### src/rtl/display_mon_pkg.sv
// -----------------------------------------------------------------------------
// display_mon_pkg
// Shared definitions for the display_monitor block:
//   - mon_state_e : monitor FSM states (SEARCH, IN_FRAME)
//   - X_W / Y_W / FC_W : pixel, line and frame counter widths (11/10/8)
//   - RGB_W : packed {R,G,B} pixel width (24)
//   - SUM_W : frame checksum width (16, optional checksum feature only)
//   - rgb_add() : R+G+B of one packed pixel
// -----------------------------------------------------------------------------
package display_mon_pkg;

  typedef enum logic {
    SEARCH   = 1'b0,
    IN_FRAME = 1'b1
  } mon_state_e;

  localparam int X_W   = 11;
  localparam int Y_W   = 10;
  localparam int FC_W  = 8;
  localparam int RGB_W = 24;
  localparam int SUM_W = 16;

  localparam logic [X_W-1:0] X_MAX = '1;
  localparam logic [Y_W-1:0] Y_MAX = '1;

  // Sum of the three 8-bit colour channels; 10 bits holds the maximum 765.
  function automatic logic [9:0] rgb_add(input logic [RGB_W-1:0] rgb);
    return {2'b00, rgb[23:16]} + {2'b00, rgb[15:8]} + {2'b00, rgb[7:0]};
  endfunction

endpackage

### src/rtl/display_monitor_pixel_strobe_gen.sv
// -----------------------------------------------------------------------------
// pixel_strobe_gen
// Brings the asynchronous panel interface into the clk domain. Every disp_*
// bit goes through the same two synchronizer flops, so pixel data, enable and
// syncs stay aligned with each other. An edge register holding the previous
// synchronized clock/sync levels turns them into one-cycle pulses.
//
// Ports:
//   clk, reset           : clock, synchronous active-high reset
//   i_disp_clk           : panel pixel clock (async)
//   i_disp_en            : panel data enable (async)
//   i_disp_hsync/vsync   : panel syncs (async), polarity set by SYNC_ACTIVE_LOW
//   i_red/green/blue     : panel pixel data (async)
//   o_strobe             : one-cycle pulse per synchronized disp_clk rise
//   o_en, o_rgb          : enable and {R,G,B} aligned with o_strobe
//   o_hsync_edge         : one-cycle pulse on hsync assertion
//   o_vsync_edge         : one-cycle pulse on vsync assertion
// -----------------------------------------------------------------------------
module pixel_strobe_gen
  import display_mon_pkg::*;
#(
  parameter int SYNC_ACTIVE_LOW = 1
) (
  input  logic             clk,
  input  logic             reset,
  input  logic             i_disp_clk,
  input  logic             i_disp_en,
  input  logic             i_disp_hsync,
  input  logic             i_disp_vsync,
  input  logic [7:0]       i_red,
  input  logic [7:0]       i_green,
  input  logic [7:0]       i_blue,
  output logic             o_strobe,
  output logic             o_en,
  output logic [RGB_W-1:0] o_rgb,
  output logic             o_hsync_edge,
  output logic             o_vsync_edge
);

  localparam int SW   = RGB_W + 4;
  localparam int B_CK = SW - 1;
  localparam int B_EN = SW - 2;
  localparam int B_HS = SW - 3;
  localparam int B_VS = SW - 4;
  localparam logic INV = (SYNC_ACTIVE_LOW != 0);

  logic [SW-1:0] w_raw;
  logic [SW-1:0] r_sync1;
  logic [SW-1:0] r_sync2;
  // Previous synchronized raw levels of {disp_clk, hsync, vsync}. Raw levels
  // (not asserted levels) are kept so that the all-zero reset state of both
  // stages compares equal and cannot fake a sync edge after reset.
  logic [2:0]    r_edge;

  logic w_hs_act;
  logic w_vs_act;
  logic w_hs_prev_act;
  logic w_vs_prev_act;

  assign w_raw = {i_disp_clk, i_disp_en, i_disp_hsync, i_disp_vsync,
                  i_red, i_green, i_blue};

  always_ff @(posedge clk) begin
    if (reset) begin
      r_sync1 <= '0;
      r_sync2 <= '0;
      r_edge  <= '0;
    end else begin
      r_sync1 <= w_raw;
      r_sync2 <= r_sync1;
      r_edge  <= {r_sync2[B_CK], r_sync2[B_HS], r_sync2[B_VS]};
    end
  end

  assign w_hs_act      = r_sync2[B_HS] ^ INV;
  assign w_vs_act      = r_sync2[B_VS] ^ INV;
  assign w_hs_prev_act = r_edge[1] ^ INV;
  assign w_vs_prev_act = r_edge[0] ^ INV;

  assign o_strobe     = r_sync2[B_CK] & ~r_edge[2];
  assign o_en         = r_sync2[B_EN];
  assign o_rgb        = r_sync2[RGB_W-1:0];
  assign o_hsync_edge = w_hs_act & ~w_hs_prev_act;
  assign o_vsync_edge = w_vs_act & ~w_vs_prev_act;

endmodule

### src/rtl/display_monitor.sv
// -----------------------------------------------------------------------------
// display_monitor
// Passive monitor for a parallel RGB panel interface. Measures enabled pixels
// per line, active lines per frame and completed frames, captures one probe
// pixel, and flags inconsistent line lengths or over-fast pixel strobes.
//
// Optional feature macro: MONITOR_CHECKSUM_EN adds the frame_sum output
// (mod-2^16 sum of R+G+B over the enabled pixels of each frame).
//
// Ports:
//   clk, reset                : clock, synchronous active-high reset
//   disp_clk/en/hsync/vsync   : monitored panel control (async to clk)
//   disp_red/green/blue       : monitored pixel data (async to clk)
//   probe_x, probe_y          : coordinate of the pixel to capture
//   line_pixels               : enabled-pixel count of the last complete line
//   frame_lines               : active-line count of the last complete frame
//   frame_count               : completed frames, wrapping
//   probe_rgb, probe_valid    : captured {R,G,B} and its valid flag
//   timing_error              : sticky line-length / strobe-gap violation
//   frame_sum                 : frame checksum (MONITOR_CHECKSUM_EN only)
// -----------------------------------------------------------------------------
module display_monitor
  import display_mon_pkg::*;
#(
  parameter int SYNC_ACTIVE_LOW = 1,
  parameter int MIN_STROBE_GAP  = 4
) (
  input  logic              clk,
  input  logic              reset,
  input  logic              disp_clk,
  input  logic              disp_en,
  input  logic              disp_hsync,
  input  logic              disp_vsync,
  input  logic [7:0]        disp_red,
  input  logic [7:0]        disp_green,
  input  logic [7:0]        disp_blue,
  input  logic [9:0]        probe_x,
  input  logic [9:0]        probe_y,
  output logic [X_W-1:0]    line_pixels,
  output logic [Y_W-1:0]    frame_lines,
  output logic [FC_W-1:0]   frame_count,
  output logic [RGB_W-1:0]  probe_rgb,
  output logic              probe_valid,
  output logic              timing_error
`ifdef MONITOR_CHECKSUM_EN
  ,
  output logic [SUM_W-1:0]  frame_sum
`endif
);

  localparam int GAP_W = (MIN_STROBE_GAP < 1) ? 1 : $clog2(MIN_STROBE_GAP + 1);
  localparam logic [GAP_W-1:0] GAP_SAT = GAP_W'(MIN_STROBE_GAP);

  logic             w_strobe;
  logic             w_en;
  logic [RGB_W-1:0] w_rgb;
  logic             w_hs_edge;
  logic             w_vs_edge;

  pixel_strobe_gen #(
    .SYNC_ACTIVE_LOW(SYNC_ACTIVE_LOW)
  ) u_strobe (
    .clk          (clk),
    .reset        (reset),
    .i_disp_clk   (disp_clk),
    .i_disp_en    (disp_en),
    .i_disp_hsync (disp_hsync),
    .i_disp_vsync (disp_vsync),
    .i_red        (disp_red),
    .i_green      (disp_green),
    .i_blue       (disp_blue),
    .o_strobe     (w_strobe),
    .o_en         (w_en),
    .o_rgb        (w_rgb),
    .o_hsync_edge (w_hs_edge),
    .o_vsync_edge (w_vs_edge)
  );

  mon_state_e       r_state;
  logic [X_W-1:0]   r_x;
  logic [Y_W-1:0]   r_y;
  logic [X_W-1:0]   r_ref;          // 0 = no reference line yet this frame
  logic [X_W-1:0]   r_line_pixels;
  logic [Y_W-1:0]   r_frame_lines;
  logic [FC_W-1:0]  r_frame_count;
  logic [RGB_W-1:0] r_probe_rgb;
  logic             r_probe_valid;
  logic             r_timing_error;
  logic [GAP_W-1:0] r_gap;          // clk cycles since last strobe, saturating
  logic             r_gap_armed;    // a previous strobe exists to measure from

  logic [X_W-1:0]   w_x_next;
  logic [Y_W-1:0]   w_y_next;
  logic [X_W-1:0]   w_ref_next;
  logic [X_W-1:0]   w_line_pixels_next;
  logic [Y_W-1:0]   w_frame_lines_next;
  logic [FC_W-1:0]  w_frame_count_next;
  logic [RGB_W-1:0] w_probe_rgb_next;
  logic             w_probe_valid_next;
  logic             w_line_err;
  logic             w_gap_err;

`ifdef MONITOR_CHECKSUM_EN
  logic [SUM_W-1:0] r_acc;
  logic [SUM_W-1:0] r_frame_sum;
  logic [SUM_W-1:0] w_acc_next;
  logic [SUM_W-1:0] w_frame_sum_next;
`endif

  assign w_gap_err = w_strobe & r_gap_armed & (r_gap < GAP_SAT);

  // Per-cycle frame bookkeeping. The ordering inside the IN_FRAME branch is
  // the event priority: a coincident strobe is counted first, then the hsync
  // action, then the vsync action sees the already-updated line count.
  always_comb begin
    w_x_next           = r_x;
    w_y_next           = r_y;
    w_ref_next         = r_ref;
    w_line_pixels_next = r_line_pixels;
    w_frame_lines_next = r_frame_lines;
    w_frame_count_next = r_frame_count;
    w_probe_rgb_next   = r_probe_rgb;
    w_probe_valid_next = r_probe_valid;
    w_line_err         = 1'b0;
`ifdef MONITOR_CHECKSUM_EN
    w_acc_next         = r_acc;
    w_frame_sum_next   = r_frame_sum;
`endif
    if (r_state == IN_FRAME) begin
      if (w_strobe && w_en) begin
        if ((r_x == {1'b0, probe_x}) && (r_y == probe_y)) begin
          w_probe_rgb_next   = w_rgb;
          w_probe_valid_next = 1'b1;
        end
        if (r_x != X_MAX) begin
          w_x_next = r_x + 1'b1;
        end
`ifdef MONITOR_CHECKSUM_EN
        w_acc_next = r_acc + {6'd0, rgb_add(w_rgb)};
`endif
      end
      if (w_hs_edge) begin
        // A line with no enabled pixels is blanking: not counted, not compared.
        if (w_x_next != '0) begin
          w_line_pixels_next = w_x_next;
          if (r_ref == '0) begin
            w_ref_next = w_x_next;
          end else if (r_ref != w_x_next) begin
            w_line_err = 1'b1;
          end
          if (r_y != Y_MAX) begin
            w_y_next = r_y + 1'b1;
          end
        end
        w_x_next = '0;
      end
      if (w_vs_edge) begin
        w_frame_lines_next = w_y_next;
        w_frame_count_next = r_frame_count + 1'b1;
        w_x_next           = '0;
        w_y_next           = '0;
        w_ref_next         = '0;
        w_probe_valid_next = 1'b0;
`ifdef MONITOR_CHECKSUM_EN
        w_frame_sum_next   = w_acc_next;
        w_acc_next         = '0;
`endif
      end
    end else if (w_vs_edge) begin
      w_x_next = '0;
      w_y_next = '0;
    end
  end

  always_ff @(posedge clk) begin
    if (reset) begin
      r_state        <= SEARCH;
      r_x            <= '0;
      r_y            <= '0;
      r_ref          <= '0;
      r_line_pixels  <= '0;
      r_frame_lines  <= '0;
      r_frame_count  <= '0;
      r_probe_rgb    <= '0;
      r_probe_valid  <= 1'b0;
      r_timing_error <= 1'b0;
      r_gap          <= '0;
      r_gap_armed    <= 1'b0;
`ifdef MONITOR_CHECKSUM_EN
      r_acc          <= '0;
      r_frame_sum    <= '0;
`endif
    end else begin
      case (r_state)
        SEARCH:   if (w_vs_edge) r_state <= IN_FRAME;
        IN_FRAME: r_state <= IN_FRAME;
        default:  r_state <= SEARCH;
      endcase
      r_x            <= w_x_next;
      r_y            <= w_y_next;
      r_ref          <= w_ref_next;
      r_line_pixels  <= w_line_pixels_next;
      r_frame_lines  <= w_frame_lines_next;
      r_frame_count  <= w_frame_count_next;
      r_probe_rgb    <= w_probe_rgb_next;
      r_probe_valid  <= w_probe_valid_next;
      r_timing_error <= r_timing_error | w_line_err | w_gap_err;
      if (w_strobe) begin
        r_gap       <= GAP_W'(1);
        r_gap_armed <= 1'b1;
      end else if (r_gap != GAP_SAT) begin
        r_gap <= r_gap + 1'b1;
      end
`ifdef MONITOR_CHECKSUM_EN
      r_acc          <= w_acc_next;
      r_frame_sum    <= w_frame_sum_next;
`endif
    end
  end

  assign line_pixels  = r_line_pixels;
  assign frame_lines  = r_frame_lines;
  assign frame_count  = r_frame_count;
  assign probe_rgb    = r_probe_rgb;
  assign probe_valid  = r_probe_valid;
  assign timing_error = r_timing_error;
`ifdef MONITOR_CHECKSUM_EN
  assign frame_sum    = r_frame_sum;
`endif

endmodule
### config.mk
export PLATFORM = sky130hd
export DESIGN_NAME = display_monitor
export DESIGN_NICKNAME = d
export VERILOG_FILES = /design/src/rtl/display_mon_pkg.sv /design/src/rtl/display_monitor_pixel_strobe_gen.sv /design/src/rtl/display_monitor.sv
export SDC_FILE = /design/constraint.sdc
export NUM_CORES = 1
export LEC_CHECK = 0
export BUFFER_PORTS_ARGS = -buffer_cell sky130_fd_sc_hd__buf_2
export CAP_MARGIN = 5
export CORE_MARGIN = 1
export CORE_UTILIZATION = 40
export CTS_CLUSTER_DIAMETER = 100
export CTS_CLUSTER_SIZE = 8
export DETAILED_ROUTE_END_ITERATION = 12
export GPL_TIMING_DRIVEN = 0
export PLACE_DENSITY = 0.62
export SETUP_SLACK_MARGIN = 0.5
export SLEW_MARGIN = 10
export SYNTH_ARGS = -nofsm -noshare
export SYNTH_HDL_FRONTEND = slang
export SYNTH_SLANG_ARGS = --single-unit
export TNS_END_PERCENT = 5
### constraint.sdc
create_clock -name clk -period 3.7 [get_ports clk]
set_input_delay 0.74 -clock clk [delete_from_list [all_inputs] [get_ports clk]]
set_output_delay 0.74 -clock clk [all_outputs]
set_load 0.02 [all_outputs]
==> metrics.yaml, run 1 <==
logic_synthesis:
  synth_warnings: 0
  syn-cell-area_um2: 6290
  ys_ff_latch: 151
  synth_cell_types: 61
  yosysMostFrequentCell: "dfxtp_1"
  synth_area_per_cell_um2: 9.20
  synth_edf_count: 0
  yosysTopAreaCell: "dfxtp_1"
  ys.flop_type: "dfxtp_1"
  netlist_instances: 684
  synthArstFlopShare_pct: 0
  synthTopCellsByArea: "dfxtp_1 48%, nor2b_1 6.2%, nor2_1 4.9%"
  synth_common_cells: "151 x dfxtp_1, 82 x nor2_1, 62 x nor2b_1, 45 x nand2_1, 31 x a21oi_1"
  yosysSeqAreaShare_pct: 48.0
  syn_nets: 739
  synth_top_area_share_pct: 48.0
clock_tree:
  post_cts.repair.setup_buffers: 0
  cts_tree: "built"
  htree_levels: 4
  cts_buffers: 17
  insertion_delay_ps: 420
  clk_path_buf_depth: 2
  cts_root_buf: "clkbuf_16"
  clock-sinks: 151
  clkTransAtPathRegs_ps: 60
cells_and_area:
  syn_to_final_growth_pct: 21.9
  layout.nets: 862
  drive_above_1_share_pct: 20.0
  antennaDiodeCount: 0
  fin_cells: 1031
die:
  top_level_ports: 105
  coreArea_um2: 15300
  die_width_um: 127
  die-area_um2: 16200
  start_util_pct: 41.2
  placementRows: 45
  dieHeight_um: 127
global_route:
  antenna_found_initial: 0
  grt_pass1_wl_mm: 26.5
  grt_start_max_net_pins: 17
  overflow: 0
  grt_pass1_vias: 5129
  grt.total_usage_pct: 21.4
place:
  place_inst: 999
  pre_cts_ws_ps: 238
  dp_hpwl_mm: 12.3
  gp_congestion: 0.886
  port_buffers: 104
power_and_ir_drop:
  power.density_nw_per_um2: 455
  switchingPower_uw: 758
  p_leak_nw: 3.09
  p_int_mw: 2.73
  p_sw_share_pct: 21.7
  peakVddDrop_mv: 0.324
  pwr-share-seq_pct: 47.8
  p_clk_share_pct: 48.5
  power.total_mw: 3.49
  combinationalPowerShare_pct: 3.6
worst_setup_path:
  crit_type: "flip-flop to flip-flop"
  cp.arrival_ps: 3390
  critPathCaptureType: "flip-flop"
  crit_path_start: "r_x[0]"
  cp_slowest_cell: "or4_4"
  rr_startpoint: "r_x[0]"
  crit_fanout: 10
  startpoint_type: "flip-flop"
  cp_top_family: "simple AND/OR/NAND/NOR gates"
  worstPathRequired_ps: 4030
  slowest_delay_ps: 570
  worstPathCellList: "ha_1 -> nand2_1 -> or4_4 -> a41oi_4 -> a2111oi_4 -> a21o_1 -> buf_6 -> or4_4 -> a311oi_2"
  crit_buf_inv: 1
  critPathMostFrequentCell: "or4_4"
route:
  vias: 5332
  routed_wl_mm: 16.7
  viasPerCell: 5.17
  drtIter0Drc: 365
  postRouteAntennaNets: 0
  first_pass_iters: 8
  wl_per_cell_um: 16.2
  drc: 0
sta:
  hold_violations: 0
  fin_ws_ps: 650
  setup_viol: 0
  slew_headroom_pct: 50.7
  max_freq_ghz: 0.328
  report.final.slew_viol_count: 0
  rsz0062_at_grt: "yes"
  period_minus_slack_ps: 3050
  fin_skew_ps: 9.54
  tightestPinTransition_ps: 740
  tns_ps: 0
  finalCritPeriodShare_pct: 82.4
worst_hold_path:
  worstHoldPathType: "flip-flop to flip-flop"
  hold_start: "u_strobe.r_sync1[16]"
flow_run:
  maxCapViolCount: 0
outcome:
  status: "finished clean"
-- what timing repair did --
item | CTS | global route
hold buffers | 0 | 0
gates resized for setup | 0 | 10
endpoints found under the setup margin | 0 | 47
-- cells by family after synthesis --
family	Yosys count	synth area share, %
AOI/OAI and AO/OA	116	13.3
xor gates and xnor gates	37	5.15
adders and majority gates	5	0.994
buffers and inverters	55	3.62
DFF	151	48.0
muxes	30	4.85
and+or+nand+nor	290	24.1
-- registers in the layout, indices dropped and copies added, names as in the netlist --
register          count
r_y                  10
r_x                  11
r_ref                11
timing_error          1
u_strobe.r_edge       3
u_strobe.r_sync1     28
probe_rgb            24
r_state               1
r_gap                 3
probe_valid           1
u_strobe.r_sync2     28
line_pixels          11
frame_count           8
r_gap_armed           1
frame_lines          10
-- power by group through the flow --
stage	clock network, mW	logic [mW]	registers, mW
CTS	1.73	0.128	1.67
finish	1.69	0.126	1.67
global placement	0	0.123	1.71
detailed placement	0	0.127	1.71
floorplan	0	0.0722	1.70
global route	1.81	0.141	1.67
-- area by class of cell --
type | instances | area, um^2
fillers | 1432 | 7590
multi-input cells | 478 | 3050
flip-flops and latches | 151 | 3020
repair buffers | 104 | 520
clock buffers | 23 | 458
well taps | 211 | 264
plain buffers | 43 | 188
clock inverters | 9 | 118
inverters | 12 | 45.0
-- metrics by stage --
step                      hold WS, ps  util [%]  instance area, um^2
after floorplan                   414         -                 6290
final                             432      50.3                 7670
after global routing              454      50.3                 7670
after global placement            417      46.4                 7080
after CTS                         435      50.2                 7650
after detailed placement          421      46.4                 7080
-- layer usage --
metal | GRT usage [%] | vias up | share of wire [%]
li1 | - | 2629 | -
met1 | 27.1 | 2476 | 45
met2 | 33.6 | 199 | 45
met3 | 7.24 | 28 | 8.1
met4 | 8.26 | 0 | 1.9
met5 | 0 | - | 0
-- cell usage in the layout, fill, tap and decap left out, drive strengths merged, types with 16 or more instances in the layout --
cell      n
nand2    45
xor2     26
a21oi    31
mux2i    26
nor2b    62
nor2     82
o21ai    20
nand3    21
dfxtp   151
nand4    16
clkbuf   49
buf     121
-- path summary, 6_finish.rpt --
path / endpoint / cells after the start / slack, ps
max: frame_lines[2] / 9 / 650
max reg2reg: frame_lines[2] / 9 / 650
min: u_strobe.r_sync2[16] / 1 / 430
min reg2reg: u_strobe.r_sync2[16] / 1 / 430
(Power assumes the default switching activity.)
==> run 2: changes to the inputs <==
- PLACE_DENSITY: 0.62 -> 0.64
- clock period: 3.7 -> 2.8 ns (I/O delays scaled with it)
==> run 2 against run 1 <==
Against the previous run:
- first-iteration DRC count rose by 32%
- count of clock-buffer cells in the layout is 2 lower
- largest power group unchanged
- utilization is 2.9 points higher
==> metrics.yaml, run 2 (same netlist as run 1, synthesis figures left out) <==
outcome:
  status: "finished clean"
clock_tree:
  cts_root_buf: "clkbuf_16"
  clock-sinks: 151
  htree_levels: 4
  cts_tree: "built"
  insertion_delay_ps: 420
  clk_path_buf_depth: 2
  cts_hold_buf: 0
  cts_buffers: 17
  clkTransAtPathRegs_ps: 60
cells_and_area:
  drive_above_1_share_pct: 26.2
  layout.nets: 887
  final_common_cell: "dfxtp_1"
  syn_to_final_growth_pct: 28.9
  final_cell_mix: "146 x dfxtp_1, 105 x buf_2, 80 x nor2_1"
  antennaDiodeCount: 0
  num-fill-cells: 1428
  fin_cells: 1056
worst_hold_path:
  hold_start: "disp_green[0]"
  worstHoldPathType: "input pin to flip-flop"
worst_setup_path:
  cp.arrival_ps: 3060
  reg2reg_slack_ps: 70
  crit_end: "frame_lines[2]"
  startpoint_type: "flip-flop"
  critPathCaptureType: "flip-flop"
  rr_startpoint: "r_x[7]"
  crit_path_start: "r_x[7]"
  crit_type: "flip-flop to flip-flop"
  worstPathRequired_ps: 3130
  crit_fanout: 9
  worstRegToRegCells: 9
  rr_endpoint: "frame_lines[2]"
sta:
  tightestPinTransition_ps: 656
  max_freq_ghz: 0.366
  rsz0062_at_grt: "yes"
  period_minus_slack_ps: 2730
  fin_ws_ps: 68.0
  slew_headroom_pct: 56.3
  fin_skew_ps: 9.11
  setup_viol: 0
  report.final.slew_viol_count: 0
  finalCritPeriodShare_pct: 97.6
  hold_violations: 0
power_and_ir_drop:
  peakVddDrop_mv: 0.450
  p_leak_nw: 3.28
  power.density_nw_per_um2: 572
global_route:
  grt_pass1_vias: 5132
  antenna_found_initial: 0
  grt.total_usage_pct: 21.3
  grt_start_max_net_pins: 17
  grt_pass1_wl_mm: 26.6
  overflow: 0
route:
  wl_per_cell_um: 15.7
  vias: 5411
  postRouteAntennaNets: 0
  drtIter0Drc: 481
  first_pass_iters: 6
  routed_wl_mm: 16.6
  viasPerCell: 5.12
  drc: 0
place:
  pre_cts_ws_ps: -360
  place_inst: 999
  dp_hpwl_mm: 11.6
  port_buffers: 104
  gp_congestion: 0.928
die:
  top_level_ports: 105
  die_width_um: 127
  start_util_pct: 41.2
  coreArea_um2: 15300
  die-area_um2: 16200
  dieHeight_um: 127
  placementRows: 45
flow_run:
  maxCapViolCount: 0
==> run 2: layout make-up <==
| cell class | count | area, um^2 | area share, % |
|---|---|---|---|
| Buffer | 43 | 275 | 3.39 |
| Clock buffer | 21 | 450 | 5.55 |
| Clock inverter | 11 | 139 | 1.71 |
| Inverter | 12 | 45.0 | 0.555 |
| Multi-Input combinational cell | 478 | 3180 | 39.3 |
| Sequential cell | 151 | 3040 | 37.4 |
| Tap cell | 211 | 264 | 3.25 |
| Timing Repair Buffer | 129 | 718 | 8.85 |
==> run 2: how the worst min path moves through the flow <==
| stage | endpoint | slack (ps) | depth (start not counted) |
|---|---|---|---|
| 2_1_floorplan | u_strobe.r_sync2[0] | 410 | 1 |
| 3_3_place_gp | u_strobe.r_sync2[18] | 420 | 1 |
| 3_5_place_dp | u_strobe.r_sync2[14] | 420 | 1 |
| 4_1_cts | u_strobe.r_sync1[8] | 330 | 2 |
| 5_1_grt | u_strobe.r_sync1[3] | 340 | 2 |
| 6_report | u_strobe.r_sync1[8] | 350 | 2 |
==> run 2: metrics by stage <==
| step | hold slack (ps) | total power [mW] | utilization, % | setup TNS [ps] | instance area [um^2] |
|---|---|---|---|---|---|
| after floorplan | 414 | 2.35 | - | 0 | 6340 |
| after global placement | 416 | 2.42 | 46.7 | -9580 | 7120 |
| after detailed placement | 422 | 2.42 | 46.7 | -10530 | 7120 |
| after CTS | 333 | 4.69 | 52.9 | 0 | 8080 |
| after global routing | 335 | 4.80 | 53.2 | 0 | 8110 |
| final | 346 | 4.64 | 53.2 | 0 | 8110 |
==> run 2: critical path, stage by stage, from the launching register on <==
cell and delay (ps):
dfxtp_1 320, buf_6 150, nand3_4 140, or4_4 570, a41oi_4 300, a2111oi_4 90
a21o_1 190, buf_6 140, or4_4 480, a311oi_2 260
==> run 2: what timing repair did <==
item / 4_1_cts / 5_1_grt
pin swaps: 16 / 1
buffers inserted: 22 / 2
resized for setup: 56 / 6
endpoints found under the setup margin: 68 / 68
endpoints found under the hold margin: 0 / 0
gates cloned: 1 / 0
==> run 2: where the power goes <==
group | switching [mW] | internal [mW]
combinational | 0.0919 | 0.0736
clock | 0.918 | 1.36
sequential | 0.0134 | 2.19
==> run 2: per-layer routing <==
layer	wire (um)	global-route usage, %
met2	7130	32.1
met5	0	0
met1	7320	27.8
met3	1690	7.29
met4	407	8.26
